File: config.mk
export PLATFORM = sky130hd
export DESIGN_NAME = tqvp_pwm_capture
export DESIGN_NICKNAME = d
export VERILOG_FILES = /design/src/rtl/tqvp_pwm_capture.sv
export SDC_FILE = /design/constraint.sdc
export NUM_CORES = 1
export LEC_CHECK = 0
export ABC_AREA = 1
export CAP_MARGIN = 10
export CELL_PAD_IN_SITES_DETAIL_PLACEMENT = 0
export CELL_PAD_IN_SITES_GLOBAL_PLACEMENT = 1
export CORE_MARGIN = 5
export CORE_UTILIZATION = 40
export DETAILED_ROUTE_END_ITERATION = 8
export GPL_TIMING_DRIVEN = 0
export PLACE_DENSITY_LB_ADDON = 0.1
export SLEW_MARGIN = 25
export SYNTH_ARGS = -nofsm -noshare
export SYNTH_HDL_FRONTEND = slang
export SYNTH_SLANG_ARGS = --single-unit
export TNS_END_PERCENT = 50
File: constraint.sdc
create_clock -name clk -period 5.1 [get_ports clk]
set_input_delay 1.53 -clock clk [delete_from_list [all_inputs] [get_ports clk]]
set_output_delay 1.53 -clock clk [all_outputs]
set_load 0.01 [all_outputs]
File: src/rtl/tqvp_pwm_capture.sv
// tqvp_pwm_capture: TinyQV byte-bus peripheral that measures high time and
// period of a PWM waveform on one selectable ui_in pin, in clk cycles.
module tqvp_pwm_capture #(
  parameter int SYNC_STAGES = 2,
  parameter int CNT_W       = 16
) (
  input  logic       clk,
  input  logic       rst,
  input  logic [7:0] ui_in,
  output logic [7:0] uo_out,
  input  logic [3:0] address,
  input  logic       data_write,
  input  logic [7:0] data_in,
  output logic [7:0] data_out
);

  typedef enum logic [1:0] {S_IDLE, S_ARM, S_HI, S_LO} state_t;

  localparam logic [CNT_W-1:0] CNT_MAX = '1;

  state_t                 r_state;
  logic                   r_en;
  logic                   r_hold;
  logic [2:0]             r_sel;
  logic                   r_valid;
  logic                   r_ovf;
  logic                   r_missed;
  logic [SYNC_STAGES-1:0] r_sync;
  logic                   r_prev;
  logic [CNT_W-1:0]       r_cnt;
  logic [CNT_W-1:0]       r_hi_tmp;
  logic [CNT_W-1:0]       r_high;
  logic [CNT_W-1:0]       r_period;
  logic [7:0]             r_edges;

  logic        w_lvl, w_rise, w_fall;
  logic        w_wr_ctrl, w_wr_stat;
  logic        w_ctrl_off, w_resel, w_abort;
  logic        w_meas, w_ovf, w_done, w_load, w_miss;
  logic [15:0] w_high16, w_period16;
  logic        w_unused;

  assign w_lvl  = r_sync[SYNC_STAGES-1];
  assign w_rise = w_lvl & ~r_prev;
  assign w_fall = ~w_lvl & r_prev;

  assign w_wr_ctrl = data_write && (address == 4'h0);
  assign w_wr_stat = data_write && (address == 4'h1);

  // A CTRL write that disables, or re-selects the pin while enabled,
  // abandons any measurement in progress.
  assign w_ctrl_off = w_wr_ctrl && !data_in[0];
  assign w_resel    = w_wr_ctrl && data_in[0] && r_en && (data_in[3:1] != r_sel);
  assign w_abort    = w_ctrl_off || w_resel;

  // Overflow beats any edge seen in the same cycle.
  assign w_meas = (r_state == S_HI) || (r_state == S_LO);
  assign w_ovf  = !w_abort && w_meas && (r_cnt == CNT_MAX);
  assign w_done = !w_abort && (r_state == S_LO) && w_rise && !w_ovf;
  assign w_load = w_done && !(r_hold && r_valid);
  assign w_miss = w_done && r_hold && r_valid;

  assign w_high16   = 16'(r_high);
  assign w_period16 = 16'(r_period);
  assign w_unused   = &{1'b0, data_in[7:5]};

  assign uo_out = {6'b0, w_lvl, r_valid};

  // Synchronizer for the selected pin plus one-cycle-delayed level for edges
  always_ff @(posedge clk) begin
    if (rst) begin
      r_sync <= '0;
      r_prev <= 1'b0;
    end else begin
      if (SYNC_STAGES > 1)
        r_sync <= {r_sync[SYNC_STAGES-2:0], ui_in[r_sel]};
      else
        r_sync <= ui_in[r_sel];
      r_prev <= w_lvl;
    end
  end

  // Measurement FSM: counter runs from the rising edge through HI and LO
  always_ff @(posedge clk) begin
    if (rst) begin
      r_state  <= S_IDLE;
      r_cnt    <= '0;
      r_hi_tmp <= '0;
    end else if (w_abort) begin
      r_state <= w_ctrl_off ? S_IDLE : S_ARM;
      r_cnt   <= '0;
    end else begin
      case (r_state)
        S_IDLE: begin
          r_cnt <= '0;
          if (r_en) r_state <= S_ARM;
        end
        S_ARM: begin
          if (w_rise) begin
            r_cnt   <= '0;
            r_state <= S_HI;
          end
        end
        S_HI: begin
          if (w_ovf) begin
            r_cnt   <= '0;
            r_state <= S_ARM;
          end else begin
            r_cnt <= r_cnt + 1'b1;
            if (w_fall) begin
              r_hi_tmp <= r_cnt + 1'b1;
              r_state  <= S_LO;
            end
          end
        end
        S_LO: begin
          if (w_ovf) begin
            r_cnt   <= '0;
            r_state <= S_ARM;
          end else if (w_rise) begin
            r_cnt   <= '0;
            r_state <= S_HI;
          end else begin
            r_cnt <= r_cnt + 1'b1;
          end
        end
        default: r_state <= S_IDLE;
      endcase
    end
  end

  // Control and status bits; a hardware set wins over a same-cycle W1C
  always_ff @(posedge clk) begin
    if (rst) begin
      r_en     <= 1'b0;
      r_sel    <= 3'd0;
      r_hold   <= 1'b0;
      r_valid  <= 1'b0;
      r_ovf    <= 1'b0;
      r_missed <= 1'b0;
    end else begin
      if (w_wr_ctrl) begin
        r_en   <= data_in[0];
        r_sel  <= data_in[3:1];
        r_hold <= data_in[4];
      end
      if (w_load)                       r_valid  <= 1'b1;
      else if (w_wr_stat && data_in[0]) r_valid  <= 1'b0;
      if (w_ovf)                        r_ovf    <= 1'b1;
      else if (w_wr_stat && data_in[1]) r_ovf    <= 1'b0;
      if (w_miss)                       r_missed <= 1'b1;
      else if (w_wr_stat && data_in[2]) r_missed <= 1'b0;
    end
  end

  // Shadow results, updated together so HIGH/PERIOD always form a pair
  always_ff @(posedge clk) begin
    if (rst) begin
      r_high   <= '0;
      r_period <= '0;
      r_edges  <= 8'd0;
    end else if (w_load) begin
      r_high   <= r_hi_tmp;
      r_period <= r_cnt + 1'b1;
      r_edges  <= r_edges + 8'd1;
    end
  end

  // Register read mux
  always_comb begin
    data_out = 8'h00;
    case (address)
      4'h0: data_out = {3'b000, r_hold, r_sel, r_en};
      4'h1: data_out = {4'b0000, w_lvl, r_missed, r_ovf, r_valid};
      4'h2: data_out = w_high16[7:0];
      4'h3: data_out = w_high16[15:8];
      4'h4: data_out = w_period16[7:0];
      4'h5: data_out = w_period16[15:8];
      4'h6: data_out = r_edges;
      default: data_out = 8'h00;
    endcase
  end

endmodule

==> results.sh, run 1 <==
export IMPL_cts_reportedPaths_clkPinSlew_ps=100
export IMPL_path_max_fanout=8
export IMPL_worstSetupEndpointType="output pin"
export IMPL_critPathSlowestCell="clkdlybuf4s50_1"
export IMPL_grt_max_degree=16
export IMPL_htree_levels=3
export IMPL_pwr_share_clk_pct=42.9
export IMPL_worst_slack_ps=203
export IMPL_die_w_um=115
export IMPL_max_slew_margin_rel_pct=63.6
export IMPL_synth_edf_count=0
export IMPL_ant_nets=0
export IMPL_syn2layout_area_growth_pct=18.2
export IMPL_die_y_um=115
export IMPL_critPathBufInv=4
export IMPL_layout_common_cells="nand2_1 (136), nor2_1 (129), dfxtp_1 (85)"
export IMPL_clock_skew_ps=12.8
export IMPL_final_nets=721
export IMPL_grt_pass1_wl_um=20900
export IMPL_p_int_uw=989
export IMPL_clockBufferDepth=2
export IMPL_track_usage_pct=20.6
export IMPL_p_total_mw=1.31
export IMPL_drt_initial_drc_count=277
export IMPL_grt_pass1_vias=4001
export IMPL_cts_made_buffers=9
export IMPL_busiest_layer="met2"
export IMPL_crit_arrival_ps=3370
export IMPL_critPathMaxStageDelay_ps=570
export IMPL_r2r_setup_slack_ps=2840
export IMPL_via_per_inst=4.99
export IMPL_worstMarginPinSlew_ps=546
export IMPL_status="finished, final reports clean"
export IMPL_num_vias=4197
export IMPL_setup_violations=0
export IMPL_dpl_hpwl_um=9940
export IMPL_gp_congestion=0.916
export IMPL_met3_usage_pct=2.58
export IMPL_comb_power_share_pct=6.0
export IMPL_cts_root_buf="clkbuf_8"
export IMPL_postSynthCellCount=649
export IMPL_final_layout_size_suffix_gt1_share_pct=9.27
export IMPL_ir_worst_vdd_uv=138
export IMPL_async_flop_share_pct=0
export IMPL_numPortBuffers=29
export IMPL_drtPass1Iterations=5
export IMPL_synth_main_ff_cell="dfxtp_1"
export IMPL_fmax_ghz=0.204
export IMPL_cts_tree="built"
export IMPL_use_met1_pct=27.5
export IMPL_postSynthAreaPerCell_um2=6.76
export IMPL_core_um2=10800
export IMPL_critPathKind="in2out"
export IMPL_hold_viol=0
export IMPL_synth_area_um2=4390
export IMPL_fin_crit_ps=4900
export IMPL_gr_total_overflow=0
export IMPL_pin_count=39
export IMPL_power_switching_uw=316
export IMPL_finalWirelength_um=13000
export IMPL_power_share_sequential_pct=51.1
export IMPL_clk_latency_ps=380
export IMPL_final_common_cell="nand2_1"
export IMPL_ys_seq_area_share_pct=38.8
export IMPL_diodes=0
export IMPL_fin_crit_sh_pct=96.0
export IMPL_yosysUniqueCellTypes=35
export IMPL_drc=0
export IMPL_yosysWarnings=0
export IMPL_fillers=1133
export IMPL_ys_ff_latch=85
export IMPL_powerDensity_nw_per_um2=252
export IMPL_antenna_found_initial=0
export IMPL_grt_use_met2_pct=33.4
export IMPL_wl_per_cell_um=15.5
export IMPL_crit_required_ps=3570
export IMPL_path_cells="dlygate4sd2_1 -> inv_1 -> nor2_4 -> nand2_1 -> inv_2 -> nand2_1 -> o21ai_0 -> a221oi_2 -> o211ai_1 -> clkdlybuf4s50_1"
export IMPL_slew_violations=0
export IMPL_crit_family="buffers and inverters"
export IMPL_cts_sinks=85
export IMPL_cap_viol_max_count=0
export IMPL_p_leak_nw=2.16
export IMPL_cpMostUsedCell="nand2_1"
export IMPL_start_util_pct=40.7
export IMPL_cp_start_kind="input port"
export IMPL_place_ws_ps=-272
export IMPL_hold_class="reg2reg"
export IMPL_p_sw_share_pct=24.2
export IMPL_finalSetupTns_ps=0
export IMPL_die_area_um2=13200
export IMPL_rows=38
export IMPL_rsz0062_at_grt="no"
-- cells in the mapped netlist (3+ instances only) --
master | n | area, um^2
buf_6 | 3 | 33.8
buf_2 | 8 | 40.0
o21ai_0 | 30 | 150
nand2_1 | 136 | 510
nor2_4 | 3 | 33.8
buf_4 | 10 | 75.1
inv_1 | 60 | 225
o22ai_1 | 3 | 18.8
a21oi_1 | 30 | 150
nand3b_1 | 20 | 150
nor2_1 | 132 | 495
nand3_1 | 55 | 275
nand4_1 | 10 | 62.6
nand3_2 | 4 | 40.0
a32o_1 | 3 | 30.0
dfxtp_1 | 85 | 1700
nor3_1 | 5 | 25.0
o211ai_1 | 3 | 22.5
clkbuf_1 | 11 | 41.3
xor2_1 | 14 | 123
-- sequential cells by signal, indices dropped and copies added (netlist names) --
register and count:
r_ovf 1, r_prev 1, r_period 16, r_cnt 16
r_en 1, r_valid 1, r_sync 2, r_sel 3
r_edges 8, r_hold 1, r_hi_tmp 16, r_high 16
r_state 2, r_missed 1
-- final cells by class --
type                            count  area (um^2)  share of cell area [%]
Buffer                             34          198                    3.81
Clock buffer                       10          138                    2.65
Clock inverter                      6         95.1                    1.83
Inverter                           62          233                    4.49
Multi-Input combinational cell    473         2330                    45.0
Sequential cell                    85         1700                    32.8
Tap cell                          140          175                    3.38
Timing Repair Buffer               31          315                    6.08
-- logic make-up (layout without fill, tap and decap cells) --
family          after synthesis  in the layout  synth area share [%]
other cells                   1              6                0.0854
buf+inv                      96            143                  9.80
simple gates                372            372                  37.7
flops                        85             85                  38.8
xor+xnor                     16             16                  3.19
compound gates               77             77                  9.92
fa+ha+maj                     2              2                 0.570
-- worst register-to-register path, stage by stage (launching register included) --
cell and delay, ps:
dfxtp_1 400, ha_1 240, nand3_2 160, inv_1 110, nand2_1 80, nor3_1 350, a21oi_2 150, nand2_2 200
inv_2 100, buf_2 200, nor2_1 110, nor2_1 50
-- power groups by stage --
stage	clock (mW)	combinational (mW)	sequential [mW]
finish	0.560	0.0787	0.667
detailed placement	0	0.0743	0.683
global placement	0	0.0737	0.683
floorplan	0	0.0402	0.682
CTS	0.572	0.0764	0.667
global route	0.600	0.0870	0.668
-- path summary, 6_finish.rpt --
kind,from,endpoint,cells past startpoint
max,address[2],data_out[4],10
min,r_sync[0],r_sync[1],2
max reg2reg,r_cnt[0],r_hi_tmp[4],11
min reg2reg,r_sync[0],r_sync[1],2
-- metrics by stage --
stage | hold WS (ps) | instance area (um^2) | cells | utilization (%)
CTS | 423 | 5140 | 840 | 47.6
global placement | 399 | 4870 | 823 | 45.2
global route | 453 | 5190 | 841 | 48.1
floorplan | 388 | 4410 | 654 | -
detailed placement | 412 | 4890 | 824 | 45.3
finish | 417 | 5190 | 841 | 48.1
-- per-layer routing --
metal | part of all wire, % | routed length (um)
met1 | 48 | 6230
met3 | 3.8 | 489
met4 | 2.7 | 355
met5 | 0 | 0
met2 | 46 | 5930
-- what timing repair did --
action | CTS | global route
pin swaps | 0 | 1
setup endpoints to repair | 8 | 8
resized for setup | 9 | 11
setup buffers | 0 | 1
gates cloned | 0 | 0
hold buffers | 0 | 0
Power figures use the tool's default switching activity.
==> run 2, diff against run 1 <==
- SLEW_MARGIN: 25 -> 20
==> results.sh, run 2 (synthesis results as in run 1) <==
export IMPL_rr_startpoint="r_cnt[0]"
export IMPL_wl_per_cell_um=15.1
export IMPL_path_max_fanout=8
export IMPL_cts_sinks=85
export IMPL_fillers=1118
export IMPL_hold_buffers=0
export IMPL_final_layout_size_suffix_gt1_share_pct=9.65
export IMPL_numPortBuffers=29
export IMPL_pin_count=39
export IMPL_r2r_setup_slack_ps=2880
export IMPL_gr_total_overflow=0
export IMPL_num_vias=4177
export IMPL_reg2reg_depth=11
export IMPL_regArea_um2=1700
export IMPL_hold_class="reg2reg"
export IMPL_fin_util_pct=48.7
export IMPL_p_leak_nw=2.22
export IMPL_powerDensity_nw_per_um2=257
export IMPL_core_um2=10800
export IMPL_hold_path_depth=2
export IMPL_cap_viol_max_count=0
export IMPL_fin_crit_sh_pct=92.6
export IMPL_final_area_um2=5250
export IMPL_place_ws_ps=-284
export IMPL_ant_nets=0
export IMPL_hold_slack_ps=410
export IMPL_rows=38
export IMPL_die_y_um=115
export IMPL_die_w_um=115
export IMPL_finalWirelength_um=12800
export IMPL_clock_skew_ps=15.3
export IMPL_r2r_end="r_hi_tmp[14]"
export IMPL_htree_levels=3
export IMPL_track_usage_pct=19.9
export IMPL_fmax_ghz=0.212
export IMPL_hold_end="r_sync[1]"
export IMPL_min_from="r_sync[0]"
export IMPL_antenna_found_initial=0
export IMPL_max_slew_margin_rel_pct=62.7
export IMPL_clockBufferDepth=2
export IMPL_drc=0
export IMPL_clk_latency_ps=360
export IMPL_diodes=0
export IMPL_gp_congestion=0.916
export IMPL_worstSetupEndpointType="output pin"
export IMPL_cts_root_buf="clkbuf_8"
export IMPL_fin_crit_ps=4720
export IMPL_die_area_um2=13200
export IMPL_critPathKind="in2out"
export IMPL_grt_max_degree=17
export IMPL_worstMarginPinSlew_ps=560
export IMPL_dpl_hpwl_um=9890
export IMPL_multi_input_area_um2=2330
export IMPL_cts_tree="built"
export IMPL_setup_violations=0
export IMPL_cts_made_buffers=9
export IMPL_rsz0062_at_grt="no"
export IMPL_status="finished, final reports clean"
export IMPL_final_nets=725
export IMPL_grt_pass1_vias=4017
export IMPL_crit_arrival_ps=3190
export IMPL_cts_reportedPaths_clkPinSlew_ps=100
export IMPL_hold_viol=0
export IMPL_layout_common_cells="nand2_1 (136), nor2_1 (129), dfxtp_1 (85)"
export IMPL_syn2layout_area_growth_pct=19.6
export IMPL_dpl_cell_area_um2=4890
export IMPL_p_total_mw=1.35
export IMPL_start_util_pct=40.7
export IMPL_final_common_cell="nand2_1"
export IMPL_worst_slack_ps=375
export IMPL_drtPass1Iterations=4
export IMPL_via_per_inst=4.94
export IMPL_ir_worst_vdd_uv=171
export IMPL_drt_initial_drc_count=308
export IMPL_slew_violations=0
export IMPL_grt_pass1_wl_um=20400
export IMPL_cp_start_kind="input port"
export IMPL_crit_required_ps=3570
run 2: how the worst max path moves through the flow:
stage,to,depth (start not counted),from,slack (ps)
finish,data_out[7],9,address[2],380
CTS,data_out[2],10,address[1],-2
detailed placement,data_out[4],10,address[2],-280
floorplan,data_out[4],3,address[3],1000
global placement,data_out[4],6,address[1],-780
global route,data_out[7],9,address[2],190
run 2: layer usage:
metal | vias up | part of all wire [%] | global-route usage, % | routed length (um)
met5 | - | 0 | 0 | 0
met4 | 0 | 2.8 | 8.22 | 354
met3 | 23 | 3.2 | 3.05 | 408
met2 | 74 | 46 | 32.8 | 5880
met1 | 1894 | 48 | 26.1 | 6140
li1 | 2186 | - | - | -
run 2: area by class of cell:
cell class / count / share of cell area, %
buffer: 34 / 3.76
clock buffer: 9 / 2.36
clock inverter: 7 / 2.53
inverter: 62 / 4.48
multi-input combinational: 473 / 44.3
sequential: 85 / 32.4
tap: 140 / 3.33
timing repair buffer: 35 / 6.86
run 2: power breakdown:
part | leakage [nW] | internal (mW) | total [mW] | switching [mW]
sequential | 0.685 | 0.666 | 0.667 | 0.00157
combinational | 1.41 | 0.0328 | 0.0807 | 0.0479
clock | 0.127 | 0.334 | 0.602 | 0.268
run 2: per-stage QoR:
step	TNS [ps]	instances
2_1_floorplan	0	654
3_3_place_gp	-5340	823
3_5_place_dp	-1640	824
4_1_cts	-1.83	840
5_1_grt	0	845
6_report	0	845
run 2: critical path, cell delays in order:
cell             delay (ps)
dlymetal6s2s_1          220
inv_1                   110
nor2_4                  220
nand2_1                 130
inv_2                   170
nand2_1                  70
o211ai_1                 80
a221o_1                 130
clkdlybuf4s50_1         530
run 2: repair_timing:
item	CTS	global route
resized for setup	6	14
endpoints found under the setup margin	8	7
buffers inserted	0	5
endpoints found under the hold margin	0	0
pin swaps	0	3
==> run 3, diff against run 2 <==
- clock period: 5.1 -> 5.45 ns (I/O delays scaled with it)
==> results.sh, run 3 (synthesis results as in run 1) <==
export IMPL_cts_reportedPaths_clkPinSlew_ps=100
export IMPL_cts_tree="built"
export IMPL_powerDensity_nw_per_um2=244
export IMPL_setup_violations=0
export IMPL_fin_util_pct=47.7
export IMPL_reg2reg_depth=11
export IMPL_cp_start_kind="input port"
export IMPL_grt_use_met2_pct=32.8
export IMPL_busiest_layer="met2"
export IMPL_pin_count=39
export IMPL_clk_latency_ps=360
export IMPL_grt_pass1_vias=4017
export IMPL_finalWirelength_um=12800
export IMPL_worstSetupEndpointType="output pin"
export IMPL_clockBufferDepth=2
export IMPL_hold_viol=0
export IMPL_place_ws_ps=-144
export IMPL_path_max_fanout=8
export IMPL_p_leak_nw=2.13
export IMPL_worst_slack_ps=128
export IMPL_die_y_um=115
export IMPL_rsz0062_at_grt="no"
export IMPL_grt_pass1_wl_um=20400
export IMPL_via_per_inst=4.95
export IMPL_cts_root_buf="clkbuf_8"
export IMPL_hold_class="reg2reg"
export IMPL_grt_max_degree=17
export IMPL_cts_made_buffers=9
export IMPL_die_w_um=115
export IMPL_final_area_um2=5150
export IMPL_slew_violations=0
export IMPL_max_slew_margin_rel_pct=62.7
export IMPL_finalSetupTns_ps=0
export IMPL_gr_total_overflow=0
export IMPL_wl_per_cell_um=15.2
export IMPL_core_um2=10800
export IMPL_gp_congestion=0.916
export IMPL_use_met1_pct=26.1
export IMPL_fin_crit_ps=5320
export IMPL_clock_skew_ps=13.5
export IMPL_diodes=0
export IMPL_cap_viol_max_count=0
export IMPL_fillers=1132
export IMPL_ir_worst_vdd_uv=160
export IMPL_final_nets=720
export IMPL_hold_path_depth=2
export IMPL_dpl_cell_area_um2=4890
export IMPL_numPortBuffers=29
export IMPL_crit_required_ps=3820
export IMPL_critPathKind="in2out"
export IMPL_start_util_pct=40.7
export IMPL_fin_crit_sh_pct=97.6
export IMPL_final_layout_size_suffix_gt1_share_pct=8.57
export IMPL_final_common_cell="nand2_1"
export IMPL_num_vias=4154
export IMPL_die_area_um2=13200
export IMPL_cts_sinks=85
export IMPL_dpl_hpwl_um=9890
export IMPL_ant_nets=0
export IMPL_drt_initial_drc_count=325
export IMPL_layout_common_cells="nand2_1 (136), nor2_1 (130), dfxtp_1 (85)"
export IMPL_syn2layout_area_growth_pct=17.4
export IMPL_drc=0
export IMPL_htree_levels=3
export IMPL_rows=38
export IMPL_worstMarginPinSlew_ps=559
export IMPL_fmax_ghz=0.188
export IMPL_hold_buffers=0
export IMPL_track_usage_pct=19.9
export IMPL_crit_arrival_ps=3690
export IMPL_status="finished, final reports clean"
export IMPL_antenna_found_initial=0
export IMPL_drtPass1Iterations=5
export IMPL_met3_usage_pct=3.05
==> run 3: worst max-delay path: stages <==
cell and delay, ps:
clkdlybuf4s50_1 620, nor2_4 110, nand2_1 90, inv_2 80
nand2_1 70, o21ai_0 80, a221oi_1 320, o211ai_1 160
clkdlybuf4s50_1 510
==> run 3: routing by layer <==
| metal | wire, um | vias up |
|---|---|---|
| li1 | - | 2173 |
| met1 | 6060 | 1883 |
| met2 | 5890 | 73 |
| met3 | 469 | 25 |
| met4 | 363 | 0 |
| met5 | 0 | - |
==> run 3: final timing paths <==
kind / slack, ps / from / end
min: 410 / r_sync[0] / r_sync[1]
min reg2reg: 410 / r_sync[0] / r_sync[1]
max reg2reg: 3210 / r_cnt[0] / r_hi_tmp[14]
max: 130 / address[3] / data_out[4]
==> run 3: layout make-up <==
| class | instances | area (um^2) | share of cell area [%] |
|---|---|---|---|
| multi-input combinational | 473 | 2290 | 44.5 |
| sequential | 85 | 1700 | 33.0 |
| timing repair buffer | 30 | 295 | 5.73 |
| inverter | 62 | 233 | 4.52 |
| buffer | 34 | 198 | 3.84 |
| tap | 140 | 175 | 3.40 |
| clock inverter | 7 | 133 | 2.57 |
| clock buffer | 9 | 124 | 2.40 |
==> run 3: repair_timing <==
action | in CTS | in global routing
endpoints found under the setup margin | 8 | 5
gates resized for setup | 3 | 3
setup buffers | 0 | 0
endpoints found under the hold margin | 0 | 0
pin swaps | 0 | 0
==> run 3: power by group <==
part,total (mW),internal (mW),switching (mW)
Combinational,0.0706,0.0279,0.0427
Clock,0.562,0.312,0.249
Sequential,0.624,0.623,0.00146
==> run 3: metrics by stage <==
stage | instances | total power [mW] | hold WS [ps]
final | 840 | 1.26 | 410
after CTS | 840 | 1.27 | 413
after global routing | 840 | 1.31 | 418
after detailed placement | 824 | 0.708 | 399
after global placement | 823 | 0.708 | 399
after floorplan | 654 | 0.676 | 388
